[config.mk]
export PLATFORM = sky130hd
export DESIGN_NAME = can_rx_frame_ctrl
export DESIGN_NICKNAME = d
export VERILOG_FILES = /design/src/rtl/can_pkg.sv /design/src/rtl/can_crc15_unit.sv /design/src/rtl/can_rx_frame_ctrl.sv
export SDC_FILE = /design/constraint.sdc
export NUM_CORES = 1
export LEC_CHECK = 0
export CORE_AREA = 8 8 159 161
export CTS_BUF_LIST = sky130_fd_sc_hd__clkbuf_2
export CTS_CLUSTER_SIZE = 28
export DETAILED_ROUTE_END_ITERATION = 7
export DIE_AREA = 0 0 167 169
export PLACE_DENSITY = 0.75
export SYNTH_ARGS = -nofsm -noshare
export SYNTH_HDL_FRONTEND = slang
export SYNTH_HIERARCHICAL = 1
export SYNTH_SLANG_ARGS = --single-unit
[constraint.sdc]
create_clock -name clk -period 3.3 [get_ports clk]
set_input_delay 0.495 -clock clk [delete_from_list [all_inputs] [get_ports clk]]
set_output_delay 0.495 -clock clk [all_outputs]
set_load 0.01 [all_outputs]
[src/rtl/can_pkg.sv]
// can_pkg: states, CRC polynomial, field lengths and byte-count helper for the CAN receive sequencer
package can_pkg;
  typedef enum logic [3:0] {
    S_IDLE, S_ARB, S_CTRL, S_DATA, S_CRC, S_CRC_DEL, S_ACK, S_ACK_DEL, S_EOF, S_ERROR
  } can_state_e;
  localparam int CAN_CRC_BITS = 15;
  localparam logic [14:0] CAN_CRC_POLY = 15'h4599;
  localparam int ID_BASE = 11;
  localparam int ID_EXT = 18;
  localparam int DLC_W = 4;
  localparam int STUFF_RUN = 5;
  localparam int EOF_BITS = 7;
  localparam int IDLE_BITS = 11;
  function automatic logic [3:0] data_bytes(input logic [3:0] dlc, input logic rtr);
    return rtr ? 4'd0 : (dlc[3] ? 4'd8 : dlc);
  endfunction
endpackage

[src/rtl/can_crc15_unit.sv]
// can_crc15_unit: CAN CRC-15 remainder register (clr over shift); zero flags a remainder of 0 once din is shifted in
module can_crc15_unit
  import can_pkg::*;
#(
  parameter int CRC_BITS = CAN_CRC_BITS,
  parameter logic [CRC_BITS-1:0] CRC_POLY = CAN_CRC_POLY
) (
  input  logic clk,
  input  logic rst_n,
  input  logic clr,
  input  logic shift,
  input  logic din,
  output logic zero
);
  logic [CRC_BITS-1:0] rem_q, rem_d, rem_n;
  always_comb begin
    rem_n = {rem_q[CRC_BITS-2:0], din} ^ (rem_q[CRC_BITS-1] ? CRC_POLY : '0);
    rem_d = clr ? '0 : (shift ? rem_n : rem_q);
  end
  // looks one bit ahead so the check lands on the strobe of the last CRC bit
  assign zero = rem_n == '0;
  always_ff @(posedge clk or negedge rst_n)
    if (!rst_n) rem_q <= '0;
    else rem_q <= rem_d;
endmodule

[src/rtl/can_rx_frame_ctrl.sv]
// can_rx_frame_ctrl: CAN 2.0 receive sequencer (destuff, field tracking, CRC-15 check, frame/error report); CAN_RX_EXT_ID_EN enables 29-bit IDs
module can_rx_frame_ctrl
  import can_pkg::*;
(
  input  logic        clk,
  input  logic        rst_n,
  input  logic        bit_en,
  input  logic        rx_bit,
  output logic        busy,
  output logic        frame_valid,
  output logic [28:0] frame_id,
  output logic        frame_ext,
  output logic        frame_rtr,
  output logic [3:0]  frame_dlc,
  output logic [63:0] frame_data,
  output logic        crc_err,
  output logic        stuff_err,
  output logic        form_err
);
  can_state_e state_q, state_d;
  logic [5:0] cnt_q, cnt_d;
  logic [28:0] id_q, id_d, frame_id_q, frame_id_d;
  logic rtr_q, rtr_d, ext_q, ext_d, frame_rtr_q, frame_rtr_d, frame_ext_q, frame_ext_d;
  logic [3:0] dlc_q, dlc_d, frame_dlc_q, frame_dlc_d;
  logic [63:0] data_q, data_d, frame_data_q, frame_data_d;
  logic run_val_q, run_val_d;
  logic [2:0] run_len_q, run_len_d;
  logic frame_valid_q, frame_valid_d, crc_err_q, crc_err_d, stuff_err_q, stuff_err_d, form_err_q, form_err_d;
  logic stuff_due, destuff, crc_zero, crc_clr, crc_shift;
  logic [3:0] nb_ctrl, nb_data;
  assign nb_ctrl = data_bytes({dlc_q[2:0], rx_bit}, rtr_q);
  assign nb_data = data_bytes(dlc_q, rtr_q);
  can_crc15_unit #(.CRC_BITS(CAN_CRC_BITS), .CRC_POLY(CAN_CRC_POLY)) u_crc (
    .clk(clk), .rst_n(rst_n), .clr(crc_clr), .shift(crc_shift), .din(rx_bit), .zero(crc_zero)
  );
  always_comb begin
    state_d = state_q;
    cnt_d = cnt_q;
    id_d = id_q;
    rtr_d = rtr_q;
    ext_d = ext_q;
    dlc_d = dlc_q;
    data_d = data_q;
    run_val_d = run_val_q;
    run_len_d = run_len_q;
    crc_clr = 1'b0;
    crc_shift = 1'b0;
    frame_valid_d = 1'b0;
    crc_err_d = 1'b0;
    stuff_err_d = 1'b0;
    form_err_d = 1'b0;
    frame_id_d = frame_id_q;
    frame_ext_d = frame_ext_q;
    frame_rtr_d = frame_rtr_q;
    frame_dlc_d = frame_dlc_q;
    frame_data_d = frame_data_q;
    stuff_due = run_len_q == 3'(STUFF_RUN);
    // a stuff bit may still follow the last CRC bit, so CRC_DEL destuffs when one is due
    destuff = state_q inside {S_ARB, S_CTRL, S_DATA, S_CRC} || (state_q == S_CRC_DEL && stuff_due);
    if (bit_en) begin
      if (destuff && stuff_due) begin
        if (rx_bit == run_val_q) begin
          stuff_err_d = 1'b1;
          state_d = S_ERROR;
          cnt_d = '0;
        end else begin
          run_val_d = rx_bit;
          run_len_d = 3'd1;
        end
      end else begin
        cnt_d = cnt_q + 6'd1;
        if (destuff) begin
          run_val_d = rx_bit;
          run_len_d = (rx_bit == run_val_q) ? run_len_q + 3'd1 : 3'd1;
          crc_shift = 1'b1;
        end
        case (state_q)
          S_IDLE: begin
            cnt_d = '0;
            if (!rx_bit) begin
              // clearing alone equals clear-then-shift of the dominant SOF
              state_d = S_ARB;
              crc_clr = 1'b1;
              run_val_d = 1'b0;
              run_len_d = 3'd1;
              id_d = '0;
              ext_d = 1'b0;
              rtr_d = 1'b0;
              dlc_d = '0;
              data_d = '0;
            end
          end
          S_ARB: begin
            if (cnt_q == 6'(ID_BASE)) begin
              rtr_d = rx_bit;
              state_d = S_CTRL;
              cnt_d = '0;
            end else id_d = {id_q[27:0], rx_bit};
          end
          S_CTRL: begin
            // DLC is simply the last four bits shifted through
            dlc_d = {dlc_q[2:0], rx_bit};
            if (ext_q && cnt_q <= 6'(ID_EXT)) id_d = {id_q[27:0], rx_bit};
            if (ext_q && cnt_q == 6'(ID_EXT + 1)) rtr_d = rx_bit;
            if (cnt_q == (ext_q ? 6'(ID_EXT + 3 + DLC_W) : 6'(1 + DLC_W))) begin
              state_d = nb_ctrl == 4'd0 ? S_CRC : S_DATA;
              cnt_d = '0;
            end
            if (cnt_q == '0 && rx_bit) begin
`ifdef CAN_RX_EXT_ID_EN
              ext_d = 1'b1;
`else
              form_err_d = 1'b1;
              state_d = S_ERROR;
              cnt_d = '0;
`endif
            end
          end
          S_DATA: begin
            data_d[6'd63 - cnt_q] = rx_bit;
            if (cnt_q == {3'(nb_data - 4'd1), 3'b111}) begin
              state_d = S_CRC;
              cnt_d = '0;
            end
          end
          S_CRC: begin
            if (cnt_q == 6'(CAN_CRC_BITS - 1)) begin
              crc_err_d = !crc_zero;
              state_d = crc_zero ? S_CRC_DEL : S_ERROR;
              cnt_d = '0;
            end
          end
          S_CRC_DEL: begin
            form_err_d = !rx_bit;
            state_d = rx_bit ? S_ACK : S_ERROR;
            cnt_d = '0;
          end
          S_ACK: begin
            state_d = S_ACK_DEL;
            cnt_d = '0;
          end
          S_ACK_DEL: begin
            form_err_d = !rx_bit;
            state_d = rx_bit ? S_EOF : S_ERROR;
            cnt_d = '0;
          end
          S_EOF: begin
            if (!rx_bit) begin
              form_err_d = 1'b1;
              state_d = S_ERROR;
              cnt_d = '0;
            end else if (cnt_q == 6'(EOF_BITS - 1)) begin
              state_d = S_IDLE;
              cnt_d = '0;
              frame_valid_d = 1'b1;
              frame_id_d = id_q;
              frame_ext_d = ext_q;
              frame_rtr_d = rtr_q;
              frame_dlc_d = dlc_q;
              frame_data_d = data_q;
            end
          end
          S_ERROR: begin
            cnt_d = rx_bit ? cnt_q + 6'd1 : '0;
            if (rx_bit && cnt_q == 6'(IDLE_BITS - 1)) begin
              state_d = S_IDLE;
              cnt_d = '0;
            end
          end
          default: begin
            state_d = S_IDLE;
            cnt_d = '0;
          end
        endcase
      end
    end
  end
  always_ff @(posedge clk or negedge rst_n)
    if (!rst_n) begin
      state_q <= S_IDLE;
      cnt_q <= '0;
      id_q <= '0;
      rtr_q <= 1'b0;
      ext_q <= 1'b0;
      dlc_q <= '0;
      data_q <= '0;
      run_val_q <= 1'b0;
      run_len_q <= '0;
      frame_valid_q <= 1'b0;
      crc_err_q <= 1'b0;
      stuff_err_q <= 1'b0;
      form_err_q <= 1'b0;
      frame_id_q <= '0;
      frame_ext_q <= 1'b0;
      frame_rtr_q <= 1'b0;
      frame_dlc_q <= '0;
      frame_data_q <= '0;
    end else begin
      state_q <= state_d;
      cnt_q <= cnt_d;
      id_q <= id_d;
      rtr_q <= rtr_d;
      ext_q <= ext_d;
      dlc_q <= dlc_d;
      data_q <= data_d;
      run_val_q <= run_val_d;
      run_len_q <= run_len_d;
      frame_valid_q <= frame_valid_d;
      crc_err_q <= crc_err_d;
      stuff_err_q <= stuff_err_d;
      form_err_q <= form_err_d;
      frame_id_q <= frame_id_d;
      frame_ext_q <= frame_ext_d;
      frame_rtr_q <= frame_rtr_d;
      frame_dlc_q <= frame_dlc_d;
      frame_data_q <= frame_data_d;
    end
  assign busy = state_q != S_IDLE;
  assign frame_valid = frame_valid_q;
  assign crc_err = crc_err_q;
  assign stuff_err = stuff_err_q;
  assign form_err = form_err_q;
  assign frame_id = frame_id_q;
  assign frame_ext = frame_ext_q;
  assign frame_rtr = frame_rtr_q;
  assign frame_dlc = frame_dlc_q;
  assign frame_data = frame_data_q;
endmodule
; Yosys cells after proc, flatten, opt, wreduce, memory -nomap -nowiden
; Index checks and enable logic that the tools add are counted.
[classes]
n_bitwise = 3
muxes = 82
reduce_logical = 27
n_eq_ne = 29
addsub = 4
n_lt_le_gt_ge = 2
[op_table]
columns = operator, n
row1 = one-hot mux 64 bit (2 select lines), 1
row2 = 2-to-1 mux 6 bit, 11
row3 = bitwise mux 64 bit, 1
row4 = 2-to-1 mux 4 bit, 16
row5 = 2-to-1 mux 64 bit, 1
row6 = 2-to-1 mux 29 bit, 2
row7 = one-hot mux 29 bit (2 select lines), 1
row8 = 2-to-1 mux 15 bit, 3
row9 = one-hot mux 4 bit (10 select lines), 1
row10 = one-hot mux 6 bit (6 select lines), 1
row11 = 2-to-1 mux 1 bit, 31
row12 = 2-to-1 mux 3 bit, 9
row13 = "equality test 6 x 4 -> 1 bit, second input constant", 3
row14 = "equality test 4 x 3 -> 1 bit, second input constant", 4
row15 = zero test 15 bit, 1
row16 = bitwise XOR 15 bit, 1
row17 = "equality test 6 x 3 -> 1 bit, second input constant", 2
row18 = AND reduction 6 bit, 2
row19 = "!= test 3 x 1 -> 1 bit, second input constant", 3
row20 = AND reduction 9 bit, 1
row21 = "equality test 4 x 2 -> 1 bit, second input constant", 2
row22 = "equality test 4 bit, second input constant", 2
row23 = zero test 4 bit, 2
row24 = one-hot mux 4 bit (2 select lines), 1
row25 = other kinds (30), 45
[totals]
regBits = 229
wordCells = 164
in_bits = 4

; Longest topological paths before layout
; Gate-level depths: netlist (run 1).
[logic_depth]
depth_word = 8
ltp_mapped = 11
depth_no_buf = 9

; Hierarchy
; The synthesis (run 1) kept the hierarchy.
[by_module_without_submodules]
columns = mod, seq_area_each_um2, instances, area_each_um2, cells_each
row1 = can_rx_frame_ctrl, 5355.1, 1, 9400.3, 865
row2 = can_crc15_unit, 375.4, 1, 708.2, 67

; Least setup slack after synthesis (run 1)
; Ideal clock, no wire load.
[synth_timing]
path_type = register to register
from = reg cnt_q[0]
to = reg frame_data_q[40], in the netlist frame_data[40]
setup_ns = 0.125
path_buffers = 4
setup_slack_ns = 0.872
stages_incl_launch_ff = 12
arrival_time_ns = 2.303
cell_sequence = dfrtp_1 > clkbuf_1 > clkinv_1 > ha_1 > nand2_1 > nor3_1 > nand3_1 > or4_1 > buf_2 > buf_6 > buf_6 > mux2_4
[synth_between]
elab_chain_cells = 2
[synth_lines]
columns = element, line
row1 = from (decl), can_rx_frame_ctrl.sv:21  ; logic [5:0] cnt_q, cnt_d;
row2 = from (signal assigned), can_rx_frame_ctrl.sv:200  ; cnt_q <= cnt_d;
row3 = equality test 6 x 3 -> 1 bit, can_rx_frame_ctrl.sv:152  ; end else if (cnt_q == 6'(EOF_BITS - 1)) begin
row4 = AND reduction 5 bit (no line), n/a
row5 = to (signal assigned), can_rx_frame_ctrl.sv:216  ; frame_data_q <= frame_data_d;
row6 = to (decl), can_rx_frame_ctrl.sv:25  ; logic [63:0] data_q, data_d, frame_data_q, frame_data_d;
; No other way between the ends.
; A chain may end at the register's enable or synchronous reset.

; Worst setup path in the final report (run 1)
[layout_timing]
from = reg state_q[2]
to = out busy
[layout_between]
elab_chain_cells = 1
[layout_lines]
columns = element, line
row1 = from (decl), can_rx_frame_ctrl.sv:20  ; can_state_e state_q, state_d;
row2 = from (signal assigned), can_rx_frame_ctrl.sv:199  ; state_q <= state_d;
row3 = nonzero test 4 bit, can_rx_frame_ctrl.sv:218  ; assign busy = state_q != S_IDLE;
row4 = to (decl), can_rx_frame_ctrl.sv:9  ; output logic busy,
; No other way between the ends.

==> results of run 1 <==
==> metrics by stage <==
stage          utilization  area (um^2)  total power, mW  hold WS [ns]  cells
2_1_floorplan            -        10100             4.40         0.199    932
3_3_place_gp         0.504        11500             4.90         0.460   1293
4_1_cts              0.525        12000             6.73         0.231   1392
5_1_grt              0.525        12000             7.13         0.299   1393
3_5_place_dp         0.504        11500             4.93         0.481   1293
6_report             0.525        12000             6.69         0.285   1393
==> layout make-up <==
| class | count | area (um^2) |
|---|---|---|
| timing repair buffer | 137 | 1350 |
| inverter | 15 | 56.3 |
| fill | 2001 | 10900 |
| clock buffer | 80 | 400 |
| tap | 290 | 363 |
| sequential | 229 | 5730 |
| multi-input combinational | 623 | 4050 |
| antenna | 1 | 2.50 |
| clock inverter | 18 | 81.3 |
==> registers in the layout (all words and copies together) (netlist names), 4 cells and up <==
signal       count
cnt_q            6
data_q          64
dlc_q            4
frame_data      64
frame_dlc        4
frame_id        29
id_q            29
state_q          4
u_crc/rem_q     15
==> cells in the final DEF, fill, tap and decap left out, types with 3 or more instances in the layout <==
| cell type | netlist | routed |
|---|---|---|
| a211o_1 | 3 | 3 |
| a211oi_1 | 7 | 7 |
| a21oi_1 | 67 | 67 |
| a22o_1 | 5 | 5 |
| and2_1 | 4 | 4 |
| and3_1 | 9 | 9 |
| buf_12 | 0 | 4 |
| buf_4 | 1 | 26 |
| clkbuf_2 | 0 | 80 |
| clkdlybuf4s50_1 | 0 | 105 |
| clkinv_1 | 3 | 14 |
| clkinv_2 | 0 | 4 |
| dfrtp_1 | 229 | 229 |
| ha_1 | 7 | 7 |
| inv_1 | 12 | 12 |
| mux2_2 | 91 | 91 |
| mux2_4 | 9 | 9 |
| mux2i_1 | 8 | 8 |
| nand2_1 | 100 | 100 |
| nand3_1 | 13 | 12 |
| nand4_1 | 6 | 6 |
| nor2_1 | 37 | 36 |
| nor2b_1 | 4 | 4 |
| nor3_1 | 11 | 11 |
| nor3b_1 | 3 | 3 |
| nor4_1 | 5 | 5 |
| nor4b_2 | 2 | 3 |
| o21ai_0 | 165 | 165 |
| o22ai_1 | 3 | 3 |
| or3_1 | 6 | 6 |
| or4_1 | 4 | 3 |
| xnor2_1 | 9 | 9 |
| xor2_1 | 4 | 4 |
==> timing repair <==
item,in CTS,in global routing
resized for setup,0,1
endpoints found under the hold margin,100,0
setup endpoints to repair,0,1
hold buffers,1,0
==> Yosys cell counts, types with 9 or more instances <==
| library cell | instances |
|---|---|
| mux2_2 | 91 |
| xnor2_1 | 9 |
| inv_1 | 12 |
| clkbuf_1 | 35 |
| o21ai_0 | 165 |
| nor3_1 | 11 |
| buf_1 | 10 |
| and3_1 | 9 |
| nor2_1 | 37 |
| nand2_1 | 100 |
| buf_2 | 16 |
| nand3_1 | 13 |
| a21oi_1 | 67 |
| mux2_4 | 9 |
| dfrtp_1 | 229 |
==> critical path: stages (launching register included) <==
cell	delay [ns]
dfrtp_1	0.50
buf_4	0.22
nor2_1	0.37
nand2_1	0.17
clkdlybuf4s50_1	0.52
==> cell families after synthesis <==
kind of cell | Yosys count
compound gates | 278
buf+inv | 80
simple gates | 216
flops | 229
mux | 108
fa+ha+maj | 7
xor+xnor | 13
other cells | 1
==> report_power, final <==
part / internal (mW) / leakage [nW] / switching [mW] / total [mW]
registers: 2.97 / 3.16 / 0.225 / 3.20
logic: 0.601 / 2.11 / 1.12 / 1.72
clock network: 0.660 / 0.374 / 1.11 / 1.77
==> layer usage <==
| metal | wire, um | track usage | share of wire |
|---|---|---|---|
| met2 | 11500 | 0.275 | 0.47 |
| met3 | 1730 | 0.0464 | 0.071 |
| met1 | 10600 | 0.228 | 0.44 |
| met5 | 0 | 0 | 0 |
| met4 | 530 | 0.0635 | 0.022 |
==> how the worst max path moves through the flow <==
stage / from / end / depth (start not counted)
after global placement: rx_bit / state_q[3] / 7
after floorplan: cnt_q[0] / frame_data[40] / 11
after CTS: state_q[0] / busy / 4
after global routing: state_q[2] / busy / 4
after detailed placement: rx_bit / cnt_q[5] / 7
final: state_q[2] / busy / 4
==> flow_metrics.py, run 1 <==
metrics = {
    "outcome": {
        "outcome": "finished clean",
    },
    "yosys": {
        "async_flop_share": 1.00,
        "synth_ff_type": "dfrtp_1",
        "synthTopCellsByArea": "dfrtp_1 (57%), mux2_2 (10%), o21ai_0 (8.2%), nand2_1 (3.7%), a21oi_1 (3.3%)",
        "synth_seq_cells": 229,
        "yosys.area_share.simple": 0.103,
        "yosys.area.top_type_share": 0.567,
        "synthAdderAreaFrac": 0.00866,
        "synth_mux_area_frac": 0.123,
        "syn_avg_cell_area_um2": 10.8,
        "synth.distinct_cells": 62,
        "synthXorXnorAreaFrac": 0.0113,
        "synth-edff-count": 0,
        "synth.net_count": 943,
        "syn_area_um2": 10100,
        "synth_top_area_cell": "dfrtp_1",
        "synth_top_family_by_area": "compound AO/OA/AOI/OAI gates",
        "syn_inst": 932,
        "ys_warn_count": 6,
        "synth_compound_area_frac": 0.153,
        "ys_seq_area_frac": 0.567,
    },
    "finish": {
        "drive_gt1_frac": 0.213,
        "finalNetCount": 1074,
        "area_growth_pct": 19.0,
    },
    "critical_path": {
        "r2r_start": "run_len_q[1]",
        "cp_max_fo": 8,
        "crit_arrival_ns": 2.55,
        "r2r-end": "frame_data[51]",
        "reg2reg_depth": 9,
        "crit_path_end_kind": "output port",
        "path_class": "register to output port",
        "cp.required_ns": 2.80,
        "cp-start-kind": "register",
        "rrSetupSlack_ns": 0.54,
    },
    "timing": {
        "drv_slew": 0,
        "clock-skew-final_ns": 0.0559,
        "fin_crit_sh": 0.923,
        "finalWorstSetupSlack_ns": 0.253,
        "relSlewSlack": 0.370,
        "worstMarginPinSlew_ns": 0.944,
        "max_freq_mhz": 328,
        "setup_viol": 0,
        "fin_crit_ns": 3.05,
        "tns_ns": 0,
        "rsz0062_at_grt": "false",
        "hold_viol_final": 0,
    },
    "pwr": {
        "power.density_nw_per_um2": 556,
        "irDropWorstVdd_mv": 0.273,
        "p_leak_nw": 5.64,
    },
    "grt": {
        "grt_first_pass_wirelength_mm": 40.8,
        "grt_max_degree": 105,
        "antenna_found_initial": 1,
        "grt_usage": 0.174,
        "grt_pass1_vias": 7654,
        "gr-total-overflow": 0,
    },
    "route": {
        "ant_nets": 0,
        "drt_iter0_drc": 842,
        "via_per_inst": 5.52,
        "wire_per_inst_um": 17.5,
        "vias": 7689,
        "wirelength_mm": 24.4,
        "first_pass_iters": 5,
        "drc": 0,
    },
    "clock_tree": {
        "h-tree-depth": 2,
        "numCtsBuffers": 57,
        "clk_latency_ns": 0.82,
        "cts_setup_buffers": 0,
        "cts.sinks": 229,
        "root_buffer": "clkbuf_2",
        "cts_tree": "done",
        "cts.clk_slew.worst_paths_ns": 0.09,
        "clk_path_buf_depth": 3,
    },
    "floorplanning": {
        "initial_core_util": 0.441,
        "dieArea_um2": 28200,
        "die_w_um": 167,
        "fp.dieH_um": 169,
        "rows": 56,
        "ios": 108,
        "core_um2": 22900,
    },
    "run": {
        "maxCapViolCount": 0,
    },
    "placed_design": {
        "routabilityCongestion": 0.863,
        "port-buffer-count": 106,
        "dp_slack_ns": 0.385,
        "dpl.hpwl_mm": 16.1,
    },
    "hold_path": {
        "worstHoldPathType": "input port to async pin",
    },
}
Power figures use the tool's default switching activity.
==> run 2: changes to the inputs <==
Settings changed: TNS_END_PERCENT set to 100.
==> results of run 2 <==
Same layout as run 1: the final DEF is identical, and so are final timing and power.
==> run 3: changes to the inputs <==
Settings changed: CAP_MARGIN set to 10, RECOVER_POWER set to 50, SLEW_MARGIN set to 15.
==> run 3 against run 2 <==
The flow now finishes with violations (max-capacitance violations, max-slew violations); register-to-register slack worse by 0.18 ns; final cell count did not move; critical path depth stayed put; clock power is essentially flat; largest cell class unchanged; via count shrank 0.59%; sequential power is essentially flat; highest routed layer unchanged.
==> flow_metrics.py, run 3 (synthesis gave the netlist of run 1 again) <==
metrics = {
    "outcome": {
        "outcome": "finished, violations left",
        "failed_checks": "max-capacitance violations, max-slew violations",
    },
    "finish": {
        "finalInstanceArea_um2": 12000,
        "final_common_cell": "dfrtp_1",
        "final_util": 0.524,
        "finalNetCount": 1074,
        "final_cells": 1393,
        "final_cell_mix": "dfrtp_1 (229), o21ai_0 (165), nand2_1 (100)",
        "nFillCells": 2011,
        "drive_gt1_frac": 0.209,
        "area_growth_pct": 18.8,
    },
    "pwr": {
        "power.density_nw_per_um2": 556,
        "p_total_mw": 6.68,
        "irDropWorstVdd_mv": 0.269,
        "p_leak_nw": 5.75,
    },
    "critical_path": {
        "r2r-end": "frame_data[46]",
        "path_class": "register to output port",
        "cp.required_ns": 2.80,
        "reg2reg_depth": 7,
        "rrSetupSlack_ns": 0.36,
        "cp_max_fo": 8,
        "r2r_start": "state_q[0]",
        "crit_path_end_kind": "output port",
        "crit_arrival_ns": 2.53,
        "cp-start-kind": "register",
    },
    "grt": {
        "grt_use_met3": 0.0464,
        "grt.busiest_layer": "met2",
        "grt_pass1_vias": 7654,
        "grt_first_pass_wirelength_mm": 40.8,
        "antenna_found_initial": 1,
        "use_met1": 0.228,
        "met2_usage": 0.275,
        "gr-total-overflow": 0,
        "grt_usage": 0.174,
        "grt_max_degree": 105,
    },
    "route": {
        "via_per_inst": 5.49,
        "wirelength_mm": 24.4,
        "drc": 0,
        "wire_per_inst_um": 17.5,
        "ant_nets": 0,
        "drt_iter0_drc": 755,
        "first_pass_iters": 7,
        "vias": 7644,
    },
    "placed_design": {
        "routabilityCongestion": 0.863,
        "dp_cells": 1293,
        "port-buffer-count": 106,
        "dp_slack_ns": 0.385,
        "dpl.hpwl_mm": 16.1,
        "postPlaceCellArea_um2": 11500,
    },
    "floorplanning": {
        "ios": 108,
        "die_w_um": 167,
        "core_um2": 22900,
        "fp.dieH_um": 169,
        "dieArea_um2": 28200,
        "rows": 56,
        "initial_core_util": 0.441,
    },
    "timing": {
        "fin_crit_ns": 3.03,
        "relSlewSlack": -0.700,
        "setup_viol": 0,
        "tns_ns": 0,
        "worstMarginPinSlew_ns": 2.55,
        "finalWorstSetupSlack_ns": 0.274,
        "hold_ws_ns": 0.480,
        "hold_viol_final": 0,
        "clock-skew-final_ns": 0.0571,
        "drv_slew": 104,
        "fin_crit_sh": 0.917,
        "max_freq_mhz": 331,
        "rsz0062_at_grt": "false",
    },
    "clock_tree": {
        "cts_setup_buffers": 0,
        "cts.sinks": 229,
        "cts.clk_slew.worst_paths_ns": 0.11,
        "h-tree-depth": 2,
        "clk_path_buf_depth": 3,
        "clk_latency_ns": 0.83,
        "cts_tree": "done",
        "root_buffer": "clkbuf_2",
        "numCtsBuffers": 57,
    },
    "hold_path": {
        "whs_endpoint": "frame_data[62]",
        "min-delay-start": "data_q[62]",
        "worstHoldPathType": "register to register",
        "holdPathStages": 1,
    },
    "run": {
        "maxCapViolCount": 1,
    },
}
==> run 3: cell count changes in the layout (fill, tap and decap cells not counted), moves of 3 or more <==
cell	delta
clkdlybuf4s50_1	-36
clkbuf_1	+3
buf_4	-3
dlygate4sd3_1	+36
==> run 3: worst max-delay path by stage <==
stage	slack [ns]	endpoint	cells past startpoint	from
3_3_place_gp	0.48	state_q[3]	7	rx_bit
2_1_floorplan	0.87	frame_data[40]	11	cnt_q[0]
6_report	0.27	busy	4	state_q[2]
3_5_place_dp	0.38	cnt_q[5]	7	rx_bit
4_1_cts	0.05	busy	4	state_q[0]
5_1_grt	0.12	busy	4	state_q[2]
==> run 3: cell type report <==
class | instances | area (um^2) | area share
Sequential cell | 229 | 5730 | 0.477
Multi-Input combinational cell | 623 | 4040 | 0.337
Timing Repair Buffer | 137 | 1330 | 0.111
Clock buffer | 80 | 400 | 0.0334
Tap cell | 290 | 363 | 0.0302
Clock inverter | 18 | 81.3 | 0.00678
Inverter | 15 | 56.3 | 0.00469
Antenna cell | 1 | 2.50 | 0.000208
==> run 3: repair_timing <==
action,CTS,global route
gates resized for setup,0,1
hold endpoints to repair,100,0
endpoints found under the setup margin,0,1
hold buffers,1,0
==> run 3: critical path: stages, from the launching register on <==
cell,delay [ns]
dfrtp_1,0.48
buf_4,0.21
nor2_1,0.36
nand2_1,0.17
clkdlybuf4s50_1,0.52
==> run 3: layer usage <==
metal / routed length (um) / up-vias
li1: - / 3605
met1: 10600 / 3734
met2: 11500 / 261
met3: 1710 / 44
met4: 511 / 0
met5: 0 / -
==> run 3: power breakdown <==
group	internal, mW	leakage, nW	switching, mW
Sequential	2.97	3.16	0.221
Combinational	0.588	2.22	1.12
Clock	0.660	0.374	1.12
Total	4.22	5.75	2.45
